--- config.mk ---
export PLATFORM = sky130hd
export DESIGN_NAME = hazard_ctrl
export DESIGN_NICKNAME = d
export VERILOG_FILES = /design/src/rtl/pipeline_ctrl_pkg.sv /design/src/rtl/hazard_ctrl_load_use_detect.sv /design/src/rtl/hazard_ctrl.sv
export SDC_FILE = /design/constraint.sdc
export NUM_CORES = 1
export LEC_CHECK = 0
export CORE_MARGIN = 2
export CORE_UTILIZATION = 40
export CTS_CLUSTER_DIAMETER = 40
export DETAILED_ROUTE_END_ITERATION = 8
export GPL_TIMING_DRIVEN = 0
export PLACE_DENSITY = 0.83
export SLEW_MARGIN = 20
export SYNTH_ARGS = -nofsm -noshare
export SYNTH_HDL_FRONTEND = slang
export SYNTH_HIERARCHICAL = 1
export SYNTH_SLANG_ARGS = --single-unit
--- constraint.sdc ---
create_clock -name clk -period 9 [get_ports clk]
set_clock_uncertainty 0.15 [all_clocks]
set_input_delay 2.7 -clock clk [delete_from_list [all_inputs] [get_ports clk]]
set_output_delay 2.7 -clock clk [all_outputs]
set_load 0.02 [all_outputs]
--- src/rtl/pipeline_ctrl_pkg.sv ---
// Shared pipeline-control definitions for the 5-stage RISC-V core:
// sequencing-controller state encodings, the default drain length,
// register-address width and the forwarding-mux select encodings.
package pipeline_ctrl_pkg;

    // Register-file address width (x0..x31)
    localparam int REG_ADDR_W = 5;

    // Sequencing controller states, kept as plain constants so older
    // tools and netlist viewers see stable 2-bit codes.
    typedef logic [1:0] hz_state_t;
    localparam hz_state_t RUN    = 2'd0;
    localparam hz_state_t DRAIN  = 2'd1;
    localparam hz_state_t HALTED = 2'd2;

    // Unfrozen cycles needed for an accepted halt to retire from WB
    localparam int DRAIN_CYCLES_DEFAULT = 3;

    // Forwarding-mux select encodings shared with the forwarding unit
    localparam logic [1:0] FWD_NONE = 2'b00;  // operand from register file
    localparam logic [1:0] FWD_WB   = 2'b01;  // operand from MEM/WB result
    localparam logic [1:0] FWD_MEM  = 2'b10;  // operand from EX/MEM result

endpackage

--- src/rtl/hazard_ctrl_load_use_detect.sv ---
// load_use_detect: purely combinational load-use comparator. Flags when
// the instruction in ID reads a register that the load currently in EX
// will write; x0 never creates a dependency. Kept separate so a second
// issue port can reuse it.
module load_use_detect
    import pipeline_ctrl_pkg::*;
(
    input  logic [REG_ADDR_W-1:0] rs1,
    input  logic [REG_ADDR_W-1:0] rs2,
    input  logic                  use_rs1,
    input  logic                  use_rs2,
    input  logic [REG_ADDR_W-1:0] ex_rd,
    input  logic                  ex_mem_read,
    output logic                  hazard
);

    logic rd_nonzero;
    logic hit_rs1;
    logic hit_rs2;

    // Compare both ID sources against the EX load destination
    always_comb begin
        rd_nonzero = (ex_rd != '0);
        hit_rs1    = use_rs1 && (rs1 == ex_rd);
        hit_rs2    = use_rs2 && (rs2 == ex_rd);
        hazard     = ex_mem_read && rd_nonzero && (hit_rs1 || hit_rs2);
    end

endmodule

--- src/rtl/hazard_ctrl.sv ---
// hazard_ctrl: pipeline sequencing controller. Each cycle decides whether
// the front end advances, stalls or flushes and whether the back end
// freezes; handles load-use stalls, EX redirects, data-memory wait states
// and the drain-to-halt after the halt ecall.
// Optional build macro HAZARD_PERF_CNT_EN adds saturating stall/flush
// performance counters as extra output ports.
module hazard_ctrl
    import pipeline_ctrl_pkg::*;
#(
    parameter int DRAIN_CYCLES = DRAIN_CYCLES_DEFAULT
) (
    input  logic        clk,
    input  logic        reset_n,
    input  logic [4:0]  id_rs1,
    input  logic [4:0]  id_rs2,
    input  logic        id_use_rs1,
    input  logic        id_use_rs2,
    input  logic        id_is_halt,
    input  logic [4:0]  id_ex_rd,
    input  logic        id_ex_mem_read,
    input  logic        ex_redirect,
    input  logic        mem_busy,
    output logic        pc_write,
    output logic        if_id_write,
    output logic        if_id_flush,
    output logic        id_ex_bubble,
    output logic        pipe_freeze,
`ifdef HAZARD_PERF_CNT_EN
    output logic [31:0] stall_cycles,
    output logic [31:0] flush_count,
`endif
    output logic        is_halted
);

    // Drain counter preload: counts DRAIN_CYCLES-1 down to 0
    localparam logic [1:0] DRAIN_INIT = 2'(DRAIN_CYCLES - 1);

    hz_state_t  state_q;
    hz_state_t  state_d;
    logic [1:0] dcnt_q;
    logic [1:0] dcnt_d;
    logic       load_use;
    logic       stall_evt;
    logic       flush_evt;

    load_use_detect u_load_use_detect (
        .rs1         (id_rs1),
        .rs2         (id_rs2),
        .use_rs1     (id_use_rs1),
        .use_rs2     (id_use_rs2),
        .ex_rd       (id_ex_rd),
        .ex_mem_read (id_ex_mem_read),
        .hazard      (load_use)
    );

    // Mealy output decode and next-state logic; everything is forced low
    // while reset is held so the core sees no enables during reset.
    always_comb begin
        pc_write     = 1'b0;
        if_id_write  = 1'b0;
        if_id_flush  = 1'b0;
        id_ex_bubble = 1'b0;
        pipe_freeze  = 1'b0;
        stall_evt    = 1'b0;
        flush_evt    = 1'b0;
        state_d      = state_q;
        dcnt_d       = dcnt_q;
        if (reset_n) begin
            case (state_q)
                RUN: begin
                    if (mem_busy) begin
                        // Memory wait wins over everything: EX holds, so a
                        // pending redirect is applied on the first free cycle.
                        pipe_freeze = 1'b1;
                        stall_evt   = 1'b1;
                    end else if (ex_redirect) begin
                        // Squash IF/ID and ID/EX; also kills a younger halt
                        pc_write     = 1'b1;
                        if_id_write  = 1'b1;
                        if_id_flush  = 1'b1;
                        id_ex_bubble = 1'b1;
                        flush_evt    = 1'b1;
                    end else if (load_use) begin
                        id_ex_bubble = 1'b1;
                        stall_evt    = 1'b1;
                    end else if (id_is_halt) begin
                        if_id_flush = 1'b1;
                        state_d     = DRAIN;
                        dcnt_d      = DRAIN_INIT;
                    end else begin
                        pc_write    = 1'b1;
                        if_id_write = 1'b1;
                    end
                end
                DRAIN: begin
                    // Front end stays shut; older instructions retire.
                    // Redirects cannot occur from legal code here and are ignored.
                    if_id_flush = 1'b1;
                    if (mem_busy) begin
                        pipe_freeze = 1'b1;
                    end else if (dcnt_q == 2'd0) begin
                        state_d = HALTED;
                    end else begin
                        dcnt_d = dcnt_q - 2'd1;
                    end
                end
                HALTED: begin
                    pipe_freeze = 1'b1;
                end
                default: begin
                    state_d = RUN;
                end
            endcase
        end
    end

    // State, drain counter and registered halt flag
    always_ff @(posedge clk or negedge reset_n) begin
        if (!reset_n) begin
            state_q   <= RUN;
            dcnt_q    <= 2'd0;
            is_halted <= 1'b0;
        end else begin
            state_q   <= state_d;
            dcnt_q    <= dcnt_d;
            is_halted <= (state_q == HALTED);
        end
    end

`ifdef HAZARD_PERF_CNT_EN
    // Saturating increment so counters stick at all-ones instead of wrapping
    function automatic logic [31:0] sat_inc(input logic [31:0] v);
        return (v == 32'hFFFF_FFFF) ? v : v + 32'd1;
    endfunction

    // Performance counters for stall and redirect-flush cycles
    always_ff @(posedge clk or negedge reset_n) begin
        if (!reset_n) begin
            stall_cycles <= 32'd0;
            flush_count  <= 32'd0;
        end else begin
            if (stall_evt) stall_cycles <= sat_inc(stall_cycles);
            if (flush_evt) flush_count  <= sat_inc(flush_count);
        end
    end
`endif

endmodule

* Word level (Yosys, flattened, before mapping)
Cells that the tools add are included.
** Operators by class
- Reductions and logical operators :: 12
- Divide/modulo/power cells :: 0
- Equality and inequality tests :: 11
- Mux-type cells :: 34
- Bitwise gates (word level) :: 1
- $mul :: 0
- Order comparisons :: 0
- Shifts and indexed selects :: 0
- Add/subtract/negate cells :: 1
** Operators by type and width (number)
- $mux W2 :: 12
- $mux W1 :: 18
- $reduce_and A8 Y1 :: 2
- $ne A2 B2 Y1 const B :: 7
- $eq A5 B5 Y1 :: 2
- $pmux W2 S3 :: 1
- $reduce_bool A5 Y1 :: 1
- $logic_and A1 B1 Y1 :: 4
- $logic_not A2 Y1 :: 2
- $pmux W1 S2 :: 2
- $pmux W2 S2 :: 1
- $eq A2 B1 Y1 const B :: 1
- $eq A2 B2 Y1 const B :: 1
- $reduce_bool A2 Y1 :: 1
- $reduce_or A2 Y1 :: 1
- $sub A2 B1 Y2 const B :: 1
- $logic_or A1 B1 Y1 :: 1
- $not A1 Y1 :: 1
** Storage, ports and cells
- Logic and storage cells :: 62
- RAM bits :: 0
- Bits in latches :: 0
- Output and inout bits :: 6
- Input bits :: 23
- Register bits :: 5
- Memories kept :: 0
- Bits in read-only memories :: 0

* Longest topological paths before layout
Gate-level depths: netlist of run 1.
- Depth after elaboration :: 9
- Gate-level depth with buffers :: 7

* By module
The synthesis of run 1 kept the hierarchy.
** Modules (own cells, without submodules)
- hazard_ctrl :: sequential area each 125.1 sq um, area each 386.6 sq um, cells each 42, instances 1
- load_use_detect :: sequential area each 0.0 sq um, area each 133.9 sq um, cells each 17, instances 1

* Worst setup path before layout of run 1
OpenSTA, ideal clock, no wires.
- Path kind :: input-to-output
- Start point :: in id_ex_rd[0]
- End point :: out id_ex_bubble
- Stages :: 6
- Path buffers :: 0
- Arrival :: 4199 ps
- Data required time :: 6150 ps
- Setup slack :: 1951 ps
- Path through :: xor2_1 > nor4_2 > nand3_1 > a21oi_1 > nor2_1 > nor4_1
** Between the ends
- Longest elaborated chain between the ends :: 9
- Elaborated cells between the ends (all ways) :: 13
- Those cells by class :: eq/ne: 2; mux: 5; reduce/logical: 6
** RTL lines
- start: declaration :: RTL line hazard_ctrl.sv:19 : input logic [4:0] id_ex_rd,
- $eq A5 B5 Y1, on equally long branches :: RTL line hazard_ctrl_load_use_detect.sv:24, hazard_ctrl_load_use_detect.sv:25
- $logic_and A1 B1 Y1, on equally long branches :: RTL line hazard_ctrl_load_use_detect.sv:24, hazard_ctrl_load_use_detect.sv:25
- $logic_or A1 B1 Y1 :: RTL line hazard_ctrl_load_use_detect.sv:26 : hazard = ex_mem_read && rd_nonzero && (hit_rs1 || hit_rs2);
- $logic_and A1 B1 Y1 (*) :: RTL line hazard_ctrl_load_use_detect.sv:26
- net load_use :: RTL line hazard_ctrl.sv:42 : logic load_use;
- $mux W1 (*) :: RTL line hazard_ctrl.sv:83 : end else if (load_use) begin
- $mux W1 (*) :: RTL line hazard_ctrl.sv:76 : end else if (ex_redirect) begin
- $mux W1 (*) :: RTL line hazard_ctrl.sv:71 : if (mem_busy) begin
- $mux W1 (*) :: RTL line hazard_ctrl.sv:69 : case (state_q)
- $mux W1 (*) :: RTL line hazard_ctrl.sv:68 : if (reset_n) begin
- end: declaration :: RTL line hazard_ctrl.sv:26 : output logic id_ex_bubble,
Mark *: on every way through the listed nets, which the timed path passes. The rest lies on a longest branch.

* Worst setup path in the final report of run 1
- Start point :: in id_ex_rd[1]
- End point :: out id_ex_bubble
Same word-level chain as after synthesis.

==> impl_metrics.yaml, run 1 <==
timing:
  setup_tns_ps: 0
  holdWs_ps: 378
  tightest_slew_ps: 415
  max_freq_mhz: 126
  period_minus_slack_ps: 7960
  rsz0062_at_grt: "false"
  hold_violations: 0
  setup_viol: 0
  finalCritPeriodShare_pct: 88.5
  drv_slew: 0
  max_slew_margin_pct: 72.3
die:
  rows: 12
  core-area_mm2: 0.00116
  die_h_um: 40.1
  io_pins: 29
  start_util_pct: 45.0
  die_w_um: 40.1
  die_area_mm2: 0.00161
power:
  irDropWorstVdd_v: 0.000170
  power_frac_clock_pct: 17.7
  internal-power_w: 0.0000936
  p_switching_w: 0.0000554
  seqPwrFrac_pct: 25.2
  p_sw_share_pct: 37.2
  p_leak_nw: 0.342
  power_density_mw_per_mm2: 176
  combPwrFrac_pct: 57.0
place:
  place_congestion: 0.788
  numPortBuffers: 28
  hpwl_um: 1170
yosys:
  synth_compound_area_share_pct: 16.6
  ys_warn_count: 6
  ys_ff_latch: 5
  synthXorXnorAreaFrac_pct: 16.8
  ys_seq_area_share_pct: 24.0
  synth_commonest_cells: "8 x xor2_1, 5 x dfrtp_1, 4 x nand2_1"
  yosys.area.top_type: "dfrtp_1"
  synth_cells: 59
  ys_async_sr_fraction_pct: 100
  synth_most_common_cell: "xor2_1"
  synth_fp_nets: 83
  yosys.area_share.simple_pct: 32.5
  avgSynthCellArea_um2: 8.82
  synthMuxAreaShare_pct: 1.92
  synth_top_family_by_area: "simple AND/OR/NAND/NOR gates"
  synthTopCellsByArea: "dfrtp_1 24%, xor2_1 13%, nor2b_1 3.6%"
  synth_cell_types: 32
  synth-edff-count: 0
  syn_area_um2: 520
  synth_top_flop_cell: "dfrtp_1"
  synth_fa_ha_area_share_pct: 2.40
  synth_top_area_share_pct: 24.0
worst_setup_path:
  critical_path_required_ps: 6150
  worstSetupPathType: "primary input to primary output"
  critPathArrivalTime_ps: 5110
  end_kind: "primary output"
  crit_buf_inv: 2
  slowest_delay_ps: 650
  crit_fanout: 4
  crit_path_start_kind: "primary input"
  slowest_stage: "clkdlybuf4s50_1"
  cp_cell_sequence: "clkdlybuf4s50_1, xor2_1, nor4_1, nand3_1, a21oi_1, nor2_1, nor4_1, clkdlybuf4s50_1"
  crit_family: "buffers and inverters"
hold_path:
  hold_class: "flip-flop to flip-flop"
grt:
  grt_pass1_wl_um: 2290
  grt_pass1_vias: 545
  antenna_found_initial: 0
  grt_util_all_layers_pct: 21.2
  grt_overflow_total: 0
  grt_max_degree: 11
detailed_routing:
  viasPerCell: 5.10
  firstDrtPassIters: 4
  finalWirelength_um: 1380
  drc_errors: 0
  vias: 536
  first_iter_violations: 7
  avgRoutedWirePerCell_um: 13.2
  drtAntennaViolNets: 0
clock_network:
  ctsResizeCount: 0
  cts_buffers: 3
  cts_setup_buffers: 0
  holdBufCountCts: 0
  clock-sinks: 5
  htreeDepth: 1
  cts_tree: "built"
  clk_path_buf_depth: 2
  clk_latency_ps: 250
  cts-root-buf: "clkbuf_4"
  clk_pin_slew_ps: 50
run:
  drv_cap: 0
finish:
  fillers: 90
  layout-drive-gt1-share_pct: 14.3
  area_growth_pct: 62.5
  multi_input_area_um2: 365
  diodes: 0
  seqCellArea_um2: 125
  fin_nets: 116
status:
  outcome: "finished clean"
stage by stage:
stage / utilization [%] / cells / total power, W / setup WS (ps) / instance area, um2
final: 73.2 / 105 / 0.000149 / 1040 / 846
after global routing: 73.2 / 105 / 0.000161 / 771 / 846
after CTS: 73.2 / 105 / 0.000151 / 1020 / 846
after detailed placement: 70.8 / 101 / 0.000123 / 1030 / 818
after global placement: 70.8 / 101 / 0.000120 / 1100 / 818
after floorplan: - / 59 / 0.0000902 / 1950 / 520
worst reg2reg max path, stage by stage, from the launching register on:
cell     delay, ps
dfrtp_1        390
inv_1           90
ha_1           220
nor2b_1        180
or3b_1         360
nand2_1         60
cell type report:
class | instances | share of cell area (%)
Inverter | 3 | 1.33
Multi-Input combinational cell | 49 | 43.2
Tap cell | 14 | 2.07
Buffer | 2 | 2.22
Timing Repair Buffer | 28 | 33.1
Clock inverter | 1 | 0.592
Clock buffer | 3 | 2.66
Sequential cell | 5 | 14.8
placed cells by master, fill, tap and decap left out, types with 3 or more instances in the layout:
| cell type | count |
|---|---|
| nor2b_1 | 3 |
| inv_1 | 3 |
| nand2_1 | 4 |
| clkbuf_4 | 3 |
| nor2_1 | 3 |
| a21oi_1 | 3 |
| dfrtp_1 | 5 |
| xor2_1 | 8 |
| clkdlybuf4s50_1 | 28 |
power groups by stage:
stage	Clock (W)	Combinational [W]	Sequential, W
CTS	0.0000273	0.0000858	0.0000375
global placement	0	0.0000824	0.0000372
finish	0.0000264	0.0000850	0.0000376
global route	0.0000293	0.0000929	0.0000389
floorplan	0	0.0000523	0.0000379
detailed placement	0	0.0000852	0.0000379
cells by family after synthesis:
kind of cell | Yosys count
AO/OA/AOI/OAI | 12
multiplexers | 1
adder cells (fa/ha/maj) | 1
XOR/XNOR | 10
flip-flops | 5
buffers and inverters | 5
AND/OR/NAND/NOR | 25
state kept, by name (all words and copies together) (netlist names):
register   count
dcnt_q         2
is_halted      1
state_q        2
path summary, 6_finish.rpt:
path | end | startpoint | depth (start not counted) | slack, ps
max in group asynchronous | dcnt_q[1]$_DFFE_PN0P_ | reset_n | 1 | 5800
worst max register to register | state_q[1]$_DFFE_PN0P_ | dcnt_q[0]$_DFFE_PN0P_ | 5 | 7490
worst min register to register | dcnt_q[0]$_DFFE_PN0P_ | dcnt_q[0]$_DFFE_PN0P_ | 1 | 380
worst min-delay path | dcnt_q[0]$_DFFE_PN0P_ | dcnt_q[0]$_DFFE_PN0P_ | 1 | 380
min in group asynchronous | state_q[0]$_DFFE_PN0P_ | reset_n | 1 | 2600
worst max-delay path | id_ex_bubble | id_ex_rd[1] | 8 | 1040
routing by layer:
layer  global-route usage, %  share of wire [%]  vias up  wire, um
met5                       0                  0        -         0
met4                       0                  0        0         0
met3                    6.67                4.4        0        61
met2                    42.3                 57        9       786
met1                    22.4                 39      250       534
li1                        -                  -      277         -
Power figures use the tool's default switching activity.
==> run 2: changes to the inputs <==
--- a/config.mk
+++ b/config.mk
@@ -10,6 +10,7 @@
 export CTS_CLUSTER_DIAMETER = 40
 export DETAILED_ROUTE_END_ITERATION = 8
 export GPL_TIMING_DRIVEN = 0
+export HOLD_SLACK_MARGIN = 0.02
 export PLACE_DENSITY = 0.83
 export SLEW_MARGIN = 20
 export SYNTH_ARGS = -nofsm -noshare
==> constraint.sdc (replaced) <==
create_clock -name clk -period 9.55 [get_ports clk]
set_clock_uncertainty 0.15 [all_clocks]
set_input_delay 2.865 -clock clk [delete_from_list [all_inputs] [get_ports clk]]
set_output_delay 2.865 -clock clk [all_outputs]
set_load 0.02 [all_outputs]
==> results of run 2 <==
The final DEF is identical to that of run 1. Status: finished clean.
Main changes from that run: setup slack after placement 1030 ps -> 1250 ps; setup slack after layout 1040 ps -> 1260 ps; register-to-register setup slack 7490 ps -> 8040 ps; total power 0.000149 W -> 0.000140 W; worst IR drop on VDD 0.000170 V -> 0.000161 V
==> run 3: changes to the inputs <==
--- a/config.mk
+++ b/config.mk
@@ -5,6 +5,7 @@
 export SDC_FILE = /design/constraint.sdc
 export NUM_CORES = 1
 export LEC_CHECK = 0
+export CAP_MARGIN = 20
 export CORE_MARGIN = 2
 export CORE_UTILIZATION = 40
 export CTS_CLUSTER_DIAMETER = 40
==> results of run 3 <==
The final DEF is identical to that of run 1. Status: finished clean.
Main changes from that run: setup slack after placement 1030 ps -> 1250 ps; setup slack after layout 1040 ps -> 1260 ps; register-to-register setup slack 7490 ps -> 8040 ps; total power 0.000149 W -> 0.000140 W; worst IR drop on VDD 0.000170 V -> 0.000161 V
